File: src/rtl/config_reg_bank.sv
// Parametrised configuration register bank with a handshaked write/read channel.
// Supports read-only status registers, self-clearing pulse bits and per-register update strobes.
module config_reg_bank #(
  parameter int                         NUM_REGS     = 8,
  parameter int                         DATA_W       = 32,
  parameter int                         ADDR_W       = 8,
  parameter logic [NUM_REGS*DATA_W-1:0] RESET_VALUES = '0,
  parameter logic [NUM_REGS-1:0]        RO_MASK      = '0,
  parameter logic [NUM_REGS*DATA_W-1:0] PULSE_MASK   = '0
) (
  input  logic                         clk,
  input  logic                         rst,
  input  logic                         wr_cmd,
  input  logic [ADDR_W-1:0]            wr_addr,
  input  logic [DATA_W-1:0]            wr_data,
  input  logic [DATA_W-1:0]            wr_keep,
  output logic                         wr_ready,
  output logic                         wr_valid,
  output logic [1:0]                   wr_err,
  input  logic                         rd_cmd,
  input  logic [ADDR_W-1:0]            rd_addr,
  output logic [DATA_W-1:0]            rd_data,
  output logic                         rd_valid,
  output logic [1:0]                   rd_err,
  input  logic [NUM_REGS*DATA_W-1:0]   status_in,
  output logic [NUM_REGS*DATA_W-1:0]   regs_out,
  output logic [NUM_REGS-1:0]          reg_update
);

  typedef enum logic [1:0] {IDLE, EXEC, ACK, RELEASE} state_t;

  state_t              state, next_state;
  logic [DATA_W-1:0]   regs [NUM_REGS];
  logic                cap_wr;
  logic [ADDR_W-1:0]   cap_addr;
  logic [DATA_W-1:0]   cap_data;
  logic [DATA_W-1:0]   cap_keep;
  logic [1:0]          res_err;
  logic [DATA_W-1:0]   rd_stage;

  logic [NUM_REGS-1:0] hit;
  logic                in_range;
  logic                ro_hit;
  logic [1:0]          chk_err;
  logic [DATA_W-1:0]   rd_pick;
  logic [NUM_REGS-1:0] upd_hit;

  always_ff @(posedge clk or posedge rst) begin
    if (rst) state <= IDLE;
    else     state <= next_state;
  end

  // RELEASE waits for the command that was served to drop, so a held command never runs twice
  always_comb begin
    next_state = state;
    case (state)
      IDLE:    if (wr_ready && (wr_cmd || rd_cmd)) next_state = EXEC;
      EXEC:    next_state = ACK;
      ACK:     next_state = RELEASE;
      RELEASE: if (cap_wr ? !wr_cmd : !rd_cmd) next_state = IDLE;
      default: next_state = IDLE;
    endcase
  end

  always_comb begin
    hit      = '0;
    in_range = 1'b0;
    rd_pick  = '0;
    for (int i = 0; i < NUM_REGS; i++) begin
      if (cap_addr == ADDR_W'(i)) begin
        hit[i]   = 1'b1;
        in_range = 1'b1;
        rd_pick  = RO_MASK[i] ? status_in[i*DATA_W +: DATA_W] : regs[i];
      end
    end
    ro_hit  = |(hit & RO_MASK);
    chk_err = !in_range ? 2'b01 : (cap_wr && ro_hit) ? 2'b10 : 2'b00;
    upd_hit = (state == ACK && cap_wr && res_err == 2'b00) ? hit : '0;
  end

  // Pulse bits are cleared on every edge that does not commit a write to that register
  always_ff @(posedge clk or posedge rst) begin
    if (rst) begin
      cap_wr     <= 1'b0;
      cap_addr   <= '0;
      cap_data   <= '0;
      cap_keep   <= '0;
      res_err    <= 2'b00;
      rd_stage   <= '0;
      wr_ready   <= 1'b0;
      wr_valid   <= 1'b0;
      wr_err     <= 2'b00;
      rd_valid   <= 1'b0;
      rd_err     <= 2'b00;
      rd_data    <= '0;
      reg_update <= '0;
      for (int i = 0; i < NUM_REGS; i++) regs[i] <= RESET_VALUES[i*DATA_W +: DATA_W];
    end else begin
      wr_ready   <= (next_state == IDLE);
      wr_valid   <= 1'b0;
      wr_err     <= 2'b00;
      rd_valid   <= 1'b0;
      rd_err     <= 2'b00;
      reg_update <= '0;
      for (int i = 0; i < NUM_REGS; i++) regs[i] <= regs[i] & ~PULSE_MASK[i*DATA_W +: DATA_W];
      case (state)
        IDLE: begin
          if (next_state == EXEC) begin
            cap_wr   <= wr_cmd;
            cap_addr <= wr_cmd ? wr_addr : rd_addr;
            cap_data <= wr_data;
            cap_keep <= wr_keep;
          end
        end
        EXEC: begin
          res_err  <= chk_err;
          rd_stage <= in_range ? rd_pick : '0;
        end
        ACK: begin
          if (cap_wr) begin
            wr_valid   <= 1'b1;
            wr_err     <= res_err;
            reg_update <= upd_hit;
            for (int i = 0; i < NUM_REGS; i++)
              if (upd_hit[i]) regs[i] <= (regs[i] & ~cap_keep) | (cap_data & cap_keep);
          end else begin
            rd_valid <= 1'b1;
            rd_err   <= res_err;
            rd_data  <= rd_stage;
          end
        end
        default: ;
      endcase
    end
  end

  for (genvar g = 0; g < NUM_REGS; g++) begin : g_out
    assign regs_out[g*DATA_W +: DATA_W] = RO_MASK[g] ? status_in[g*DATA_W +: DATA_W] : regs[g];
  end

endmodule

File: config.mk
export PLATFORM = sky130hd
export DESIGN_NAME = config_reg_bank
export DESIGN_NICKNAME = d
export VERILOG_FILES = /design/src/rtl/config_reg_bank.sv
export SDC_FILE = /design/constraint.sdc
export NUM_CORES = 1
export LEC_CHECK = 0
export CAP_MARGIN = 20
export CORE_MARGIN = 5
export CORE_UTILIZATION = 31
export CTS_CLUSTER_DIAMETER = 50
export DETAILED_ROUTE_END_ITERATION = 16
export GPL_TIMING_DRIVEN = 0
export PLACE_DENSITY_LB_ADDON = 0.3
export SLEW_MARGIN = 10
export SYNTH_ARGS = -nofsm -noshare
export SYNTH_HDL_FRONTEND = slang
export SYNTH_SLANG_ARGS = --single-unit
export TNS_END_PERCENT = 50
File: constraint.sdc
create_clock -name clk -period 23.4 [get_ports clk]
set_input_delay 4.68 -clock clk [delete_from_list [all_inputs] [get_ports clk]]
set_output_delay 4.68 -clock clk [all_outputs]
set_load 0.1 [all_outputs]
=== Word-level counts from Yosys, hierarchy flattened ===
Index checks and enable logic that the tools add are counted.
W data, S select, Z words.

* $add $sub $neg: 0
* $mul: 0
* Div/mod/pow operators: 0
* Magnitude comparators: 0
* Eq/ne operators: 11
* Shifts and indexed selects: 0
* Muxes and demuxes: 41
* Bitwise operators: 19
* Reductions and logical operators: 20

{| class="wikitable"
|+ Operators by type and width
! kind !! number
|-
| $and A32 B32 Y32 || 9
|-
| $mux W32 || 9
|-
| $or A32 B32 Y32 || 8
|-
| $eq A8 B3 Y1 const B || 4
|-
| $mux W8 || 4
|-
| $not A32 Y32 || 1
|-
| $reduce_and A3 Y1 || 8
|-
| $mux W1 || 21
|-
| $eq A8 B2 Y1 const B || 2
|-
| $mux W2 || 6
|-
| $eq A8 B1 Y1 const B || 1
|-
| $logic_not A8 Y1 || 1
|-
| $pmux W2 S4 || 1
|-
| $logic_not A2 Y1 || 3
|-
| $eq A2 B1 Y1 const B || 2
|-
| $eq A2 B2 Y1 const B || 2
|-
| $reduce_and A2 Y1 || 2
|-
| $logic_and A1 B1 Y1 || 3
|-
| $logic_not A1 Y1 || 2
|-
| $logic_or A1 B1 Y1 || 1
|-
| $not A1 Y1 || 1
|}

* Flip-flop bits (word level): 412
* Latch bits: 0
* RAM bits: 0
* Memory bits (read-only): 0
* Input port bits: 340
* Output and inout bits: 303
* Word-level logic and storage cells: 113
* Memories kept: 0

=== Longest topological paths before layout ===
Gate-level depths: netlist (run 1).

* Depth in word-level cells: 10
* Depth in mapped cells: 9
* Mapped depth without buffers: 5

=== Worst setup path after synthesis (run 1) ===
OpenSTA, ideal clock, no wires.

* Kind: input port to flip-flop
* From: input wr_cmd
* To: register cap_data[31]
* Setup time: 125 ps
* Data arrival time: 5,865 ps
* Data required time: 23,275 ps
* Setup slack: 17,410 ps
* Stages on the path: 5
* Buffers on the path: 2
* Cell sequence: nor2_1 > nor4b_1 > clkbuf_1 > clkbuf_1 > mux2_2

* Longest elaborated chain between the ends: 6
* Elaborated cells between the ends (all ways): 9
* Those cells by class: 1 x eq/ne; 4 x mux; 4 x reduce/logical

{| class="wikitable"
|+ RTL lines
! what !! line !! source
|-
| from (decl) || 13 || <nowiki>input logic wr_cmd,</nowiki>
|-
| $logic_not A1 Y1 / $logic_or A1 B1 Y1 (equally long branches) || 60, 57 ||
|-
| $mux W1 / $logic_and A1 B1 Y1 (equally long branches) || 60, 57 ||
|-
| $mux W2 (on tied branches) || 60, 57 ||
|-
| $pmux W2 S4 * || 56 || <nowiki>case (state)</nowiki>
|-
| $eq A2 B1 Y1 * || 108 || <nowiki>if (next_state == EXEC) begin</nowiki>
|-
| $reduce_and A2 Y1 (no source line) * || - ||
|-
| to (signal assigned) || 111 || <nowiki>cap_data <= wr_data;</nowiki>
|-
| to (decl) || 36 || <nowiki>logic [DATA_W-1:0] cap_data;</nowiki>
|}

Every way passes the cells marked *; elsewhere a longest branch is shown, timed or not.
A chain may end at the register's enable or synchronous reset.

==> metrics.txt, run 1 <==
status=complete, no violations; FF+latch area=10230 sq um; Netlist cell types=53; Total Wirelength=76330 microns; post-CTS setup repair buffer count=0; Post-synth EDFFs=0; root buffer cell=clkbuf_16; Static Leak=11.26 nW; multi-input logic area=7797 sq um; Crit path largest cell delay=around 1300 ps; final core utilization=0.4288; Core Area=59130 sq um; most frequent cells in the layout=409 x dfrtp_1, 384 x clkdlybuf4s50_1, 307 x nand2_1, 304 x mux2_2, 57 x mux2_1; # IOs=~640; Setup violations, final=0; total CTS buffers=52; Most used DFF post-synth=dfrtp_1; worst-path cell chain=clkdlybuf4s50_1; RSZ-0062 raised after global routing=false; worst skew pair latency=about 590 ps; Detailed Place HPWL=around 54000 microns; final hold viol count=0; worst-path maximum fanout=3; post_cts resized=0; maxcap violations=0; height of the chip=roughly 250 microns; IO Port Bufs=384; CTS tree=built; Crit path depth=1; Pwr Density=roughly 95 nW/um^2; CP Capture Type=output pin; relative slew slack=0.1794; register area share after synthesis=0.5520; Hold Buf Count CTS=0; asr flop ratio synth=1.000; Syn Area/Cell=around 12 sq um; CP Class=flip-flop to output pin; Pre-Repair DR Iteration Count=6; Worst Skew=21.78 ps; Fin Setup TNS=0 ps; initial antenna violation count=7; full die area=approximately 65000 sq um; worst slew pin tran=1231 ps; cell count after synthesis=between 1500 and 2000; minimum clock period after layout=6908 ps; worst endpoint data arrival time=2230 ps; Die Wd=approximately 250 microns; commonest non-fill, non-tap cell in the layout=dfrtp_1; crit path buf inv count=1; Worst EP required=18720 ps; Final #Nets=roughly 2300; GRT Total Usage=0.2274; hold path cells=2; Slew Viols, Final=0; CP max stage cell=clkdlybuf4s50_1; via count=14300; gr ovfl total=0; first-pass GRT wire length=106500 microns; Area Growth Syn to Fin=36.74%; CP delay by family, top=buffers and inverters; Final Cycle Share=0.2952; Rows=89; HP Class=flip-flop to flip-flop; maximum clock frequency=144.8 MHz; CTS H-tree lvls=2; R2R setup slack=19440 ps; vias in the first global route=14720; DR vias/cell=5.128; Avg WL per Cell=about 27 microns; Hold Slack=479.7 ps; Initial Utilization=0.3136; CTS Buffer Depth=3; fill count=about 5500; Routed Antenna Nets=0; Clock transition at path regs=60 ps; RePlAce Congestion=slightly above 0.8; drt drc=0; Startpoint Class=flip-flop; Netlist Area Pre-Place=18540 sq um; FF-to-FF path depth=7; CTS sink count=between 400 and 500; Iteration-0 DRC Markers=1128; layout cells sized above 1=0.2355; VDD IR max=0.00004873 V; Seq cells post-synth=~410; largest net degree at the start of global routing=113; warning count from the yosys run=0
==> cell usage after synthesis, types with 3 or more instances <==
cell       number  area (sq um)
a211oi_1        3         22.52
a21o_1          9         67.56
a21oi_1        35         175.2
a22o_1          8         70.07
a22oi_1        16         120.1
a311oi_1       16         140.1
and2_1          3         18.77
buf_1           7         26.28
buf_2          45         225.2
buf_4           3         22.52
buf_6           3         33.78
clkbuf_1       34         127.6
dfrtp_1       409         10230
inv_1          21         78.83
mux2_1         57         641.9
mux2_2        304          3423
mux2i_1        37         370.4
mux4_2         18         405.4
nand2_1       307          1152
nand2b_1        5         31.28
nand3_1         9         45.04
nand3b_1        5         37.54
nor2_1         45         168.9
nor2b_1        38         237.7
nor3_1          5         25.02
o2111ai_1       4         35.03
o21a_1          5         37.54
o21ai_0        12         60.06
o221ai_1        6         52.55
o22ai_1         9         56.30
o2bb2ai_1       6         52.55
o311ai_0       10         87.58
o311ai_1        6         52.55
==> per-stage QoR <==
stage	total power, W	instances	setup slack [ps]	cell area [sq um]
4_1_cts	0.002419	2786	16430	25350
3_3_place_gp	0.001543	2683	2135	23360
2_1_floorplan	0.001250	1526	7340	18550
3_5_place_dp	0.001565	2692	16020	23530
5_1_grt	0.002498	2786	16440	25350
6_report	0.002404	2789	16490	25360
==> logic make-up (layout without fill, tap and decap cells) <==
family          after synthesis  in the layout  share of synthesized area
buf+inv                     113            600                    0.02773
mux                         416            416                     0.2611
compound gates              151            151                    0.05823
simple gates                435            435                     0.1008
other cells                   1              5                  0.0002022
flops                       409            409                     0.5520
==> final timing paths <==
path | start | endpoint
max in group asynchronous | rst | async pin
min | rd_stage[21] | rd_stage[21]
min reg2reg | rd_stage[21] | rd_stage[21]
min in group asynchronous | rst | cap_data[5]
max | flip-flop | regs_out[99]
max reg2reg | state[0] | rd_stage[5]
==> worst register-to-register path, cell delays in order, from the launching register on <==
cell and delay, ps:
dfrtp_1 330, buf_2 190, nor2b_1 620, nand3_1 700, nor2_1 1040, buf_2 610, a22oi_1 190, o311ai_0 150
==> area by class of cell <==
class,instances,share of cell area
plain buffers,92,0.01717
clock buffers,73,0.05961
clock inverters,21,0.01219
inverters,21,0.003405
diodes,3,0.0002961
multi-input cells,1004,0.3075
flip-flops and latches,409,0.4037
repair buffers,393,0.1580
well taps,773,0.03814
==> power breakdown <==
part           internal, W  switching (W)  total (W)
combinational     0.000204       0.000447   0.000651
clock             0.000528       0.000319   0.000847
sequential        0.000780       0.000125   0.000906
total              0.00151       0.000892    0.00240
==> layer usage <==
| metal | GRT usage | part of all wire |
|---|---|---|
| met5 | 0 | 0.00071 |
| met4 | 0.06852 | 0.032 |
| met3 | 0.07873 | 0.089 |
| met2 | 0.3499 | 0.45 |
| met1 | 0.3059 | 0.43 |
Note: power is estimated with default switching activity, not from simulation.
==> run 2, diff against run 1 <==
Clock period 23.4 ns to 7 ns, I/O delays scaled along.
==> metrics.txt, run 2 (synthesis results as in run 1) <==
RSZ-0062 raised after global routing=false; CP Class=flip-flop to flip-flop; Worst Skew=25.55 ps; worst skew pair latency=610 ps; Area Growth Syn to Fin=37.44%; layout cells sized above 1=0.2399; root buffer cell=clkbuf_16; IO Port Bufs=384; Final Cycle Share=0.5816; Crit path largest cell delay=1120 ps; first-pass GRT wire length=about 110000 microns; maxcap violations=0; GRT Total Usage=0.2310; cell mode on critical path=buf_2; CTS sink count=between 400 and 500; VDD IR max=0.0001877 V; worst-path cell chain=buf_2 -> nor2b_1 -> nand3_1 -> nor2_1 -> buf_2 -> a22oi_1 -> o311ai_0; HP Class=flip-flop to flip-flop; CTS tree=built; CP max stage cell=nor2_1; Static Leak=11.31 nW; crit path buf inv count=2; post-CTS setup repair buffer count=0; final cell count without fillers=2796; Die Wd=254.6 microns; Slew Viols, Final=0; Clock transition at path regs=60 ps; post-route cell area=25490 sq um; largest net degree at the start of global routing=39; CTS H-tree lvls=2; CP Capture Type=flip-flop; post_cts resized=0; Worst EP required=7460 ps; CTS Buffer Depth=3; Fin Setup TNS=0 ps; Final #Nets=2324; minimum clock period after layout=4071 ps; final worst-path setup slack=roughly 2900 ps; DR vias/cell=5.208; Pwr Density=approximately 320 nW/um^2; Rows=89; gr ovfl total=0; # IOs=roughly 640; via count=14560; Pre-Repair DR Iteration Count=7; maximum clock frequency=about 250 MHz; drt drc=0; CP delay by family, top=simple AND/OR/NAND/NOR gates; Initial Utilization=0.3136; total CTS buffers=54; full die area=64810 sq um; Avg WL per Cell=about 28 microns; RePlAce Congestion=0.8276; final hold viol count=0; worst-path maximum fanout=10; pre-CTS setup slack=between 2000 and 3000 ps; Hold Buf Count CTS=0; dpl cells=2700; relative slew slack=0.2084; Setup violations, final=0; Startpoint Class=flip-flop; Core Area=~59000 sq um; Iteration-0 DRC Markers=958; overall power=around 0.008 W; Detailed Place HPWL=55360 microns; Total Wirelength=77590 microns; Routed Antenna Nets=0; initial antenna violation count=7; Placed Area=23690 sq um; commonest non-fill, non-tap cell in the layout=dfrtp_1; status=complete, no violations; worst slew pin tran=1184 ps; worst endpoint data arrival time=4530 ps; most frequent cells in the layout=409 x dfrtp_1, 384 x clkdlybuf4s50_1, 307 x nand2_1, 304 x mux2_2, 57 x mux2_1; vias in the first global route=between 10000 and 15000; height of the chip=254.6 microns
[run 2: routing by layer]
layer,global-route usage,part of all wire,vias up
li1,-,-,6292
met1,0.3098,0.42,7514
met2,0.3586,0.45,597
met3,0.07710,0.092,149
met4,0.06974,0.033,10
met5,0,0.00086,-
[run 2: worst reg2reg max path, stage by stage (launching register included)]
cell	delay (ps)
dfrtp_1	320
buf_2	190
nor2b_1	680
nand3_1	740
nor2_1	1120
buf_2	590
a22oi_1	140
o311ai_0	150
[run 2: report_power, final]
group | internal (W) | switching (W)
sequential | 0.00261 | 0.000417
combinational | 0.000695 | 0.00151
clock | 0.00168 | 0.00112
total | 0.00498 | 0.00305
[run 2: area by class of cell]
class | instances | area (sq um)
clock buffer | 68 | 1475
clock inverter | 26 | 307.8
multi-input combinational | 1004 | 7802
inverter | 21 | 82.58
buffer | 92 | 435.4
fill | 5481 | 33640
timing repair buffer | 402 | 4178
sequential | 409 | 10230
antenna | 1 | 2.502
tap | 773 | 967.2
[run 2: final timing paths]
kind	from	end	slack, ps	depth (start not counted)
min in group asynchronous	rst	cap_data[5]	1210	2
setup reg to reg	state[0]	rd_stage[23]	2930	7
hold reg to reg	rd_stage[15]	rd_stage[15]	480	1
setup / recovery	state[0]	rd_stage[23]	2930	7
max in group asynchronous	rst	async pin	4140	7
hold / removal	rd_stage[15]	rd_stage[15]	480	1
[run 2: through the flow]
step	hold WS [ps]	utilization
after CTS	473.8	0.4308
after floorplan	433.1	-
after global routing	483.4	0.4310
final	476.5	0.4310
after detailed placement	461.7	0.4006
after global placement	453.7	0.3951
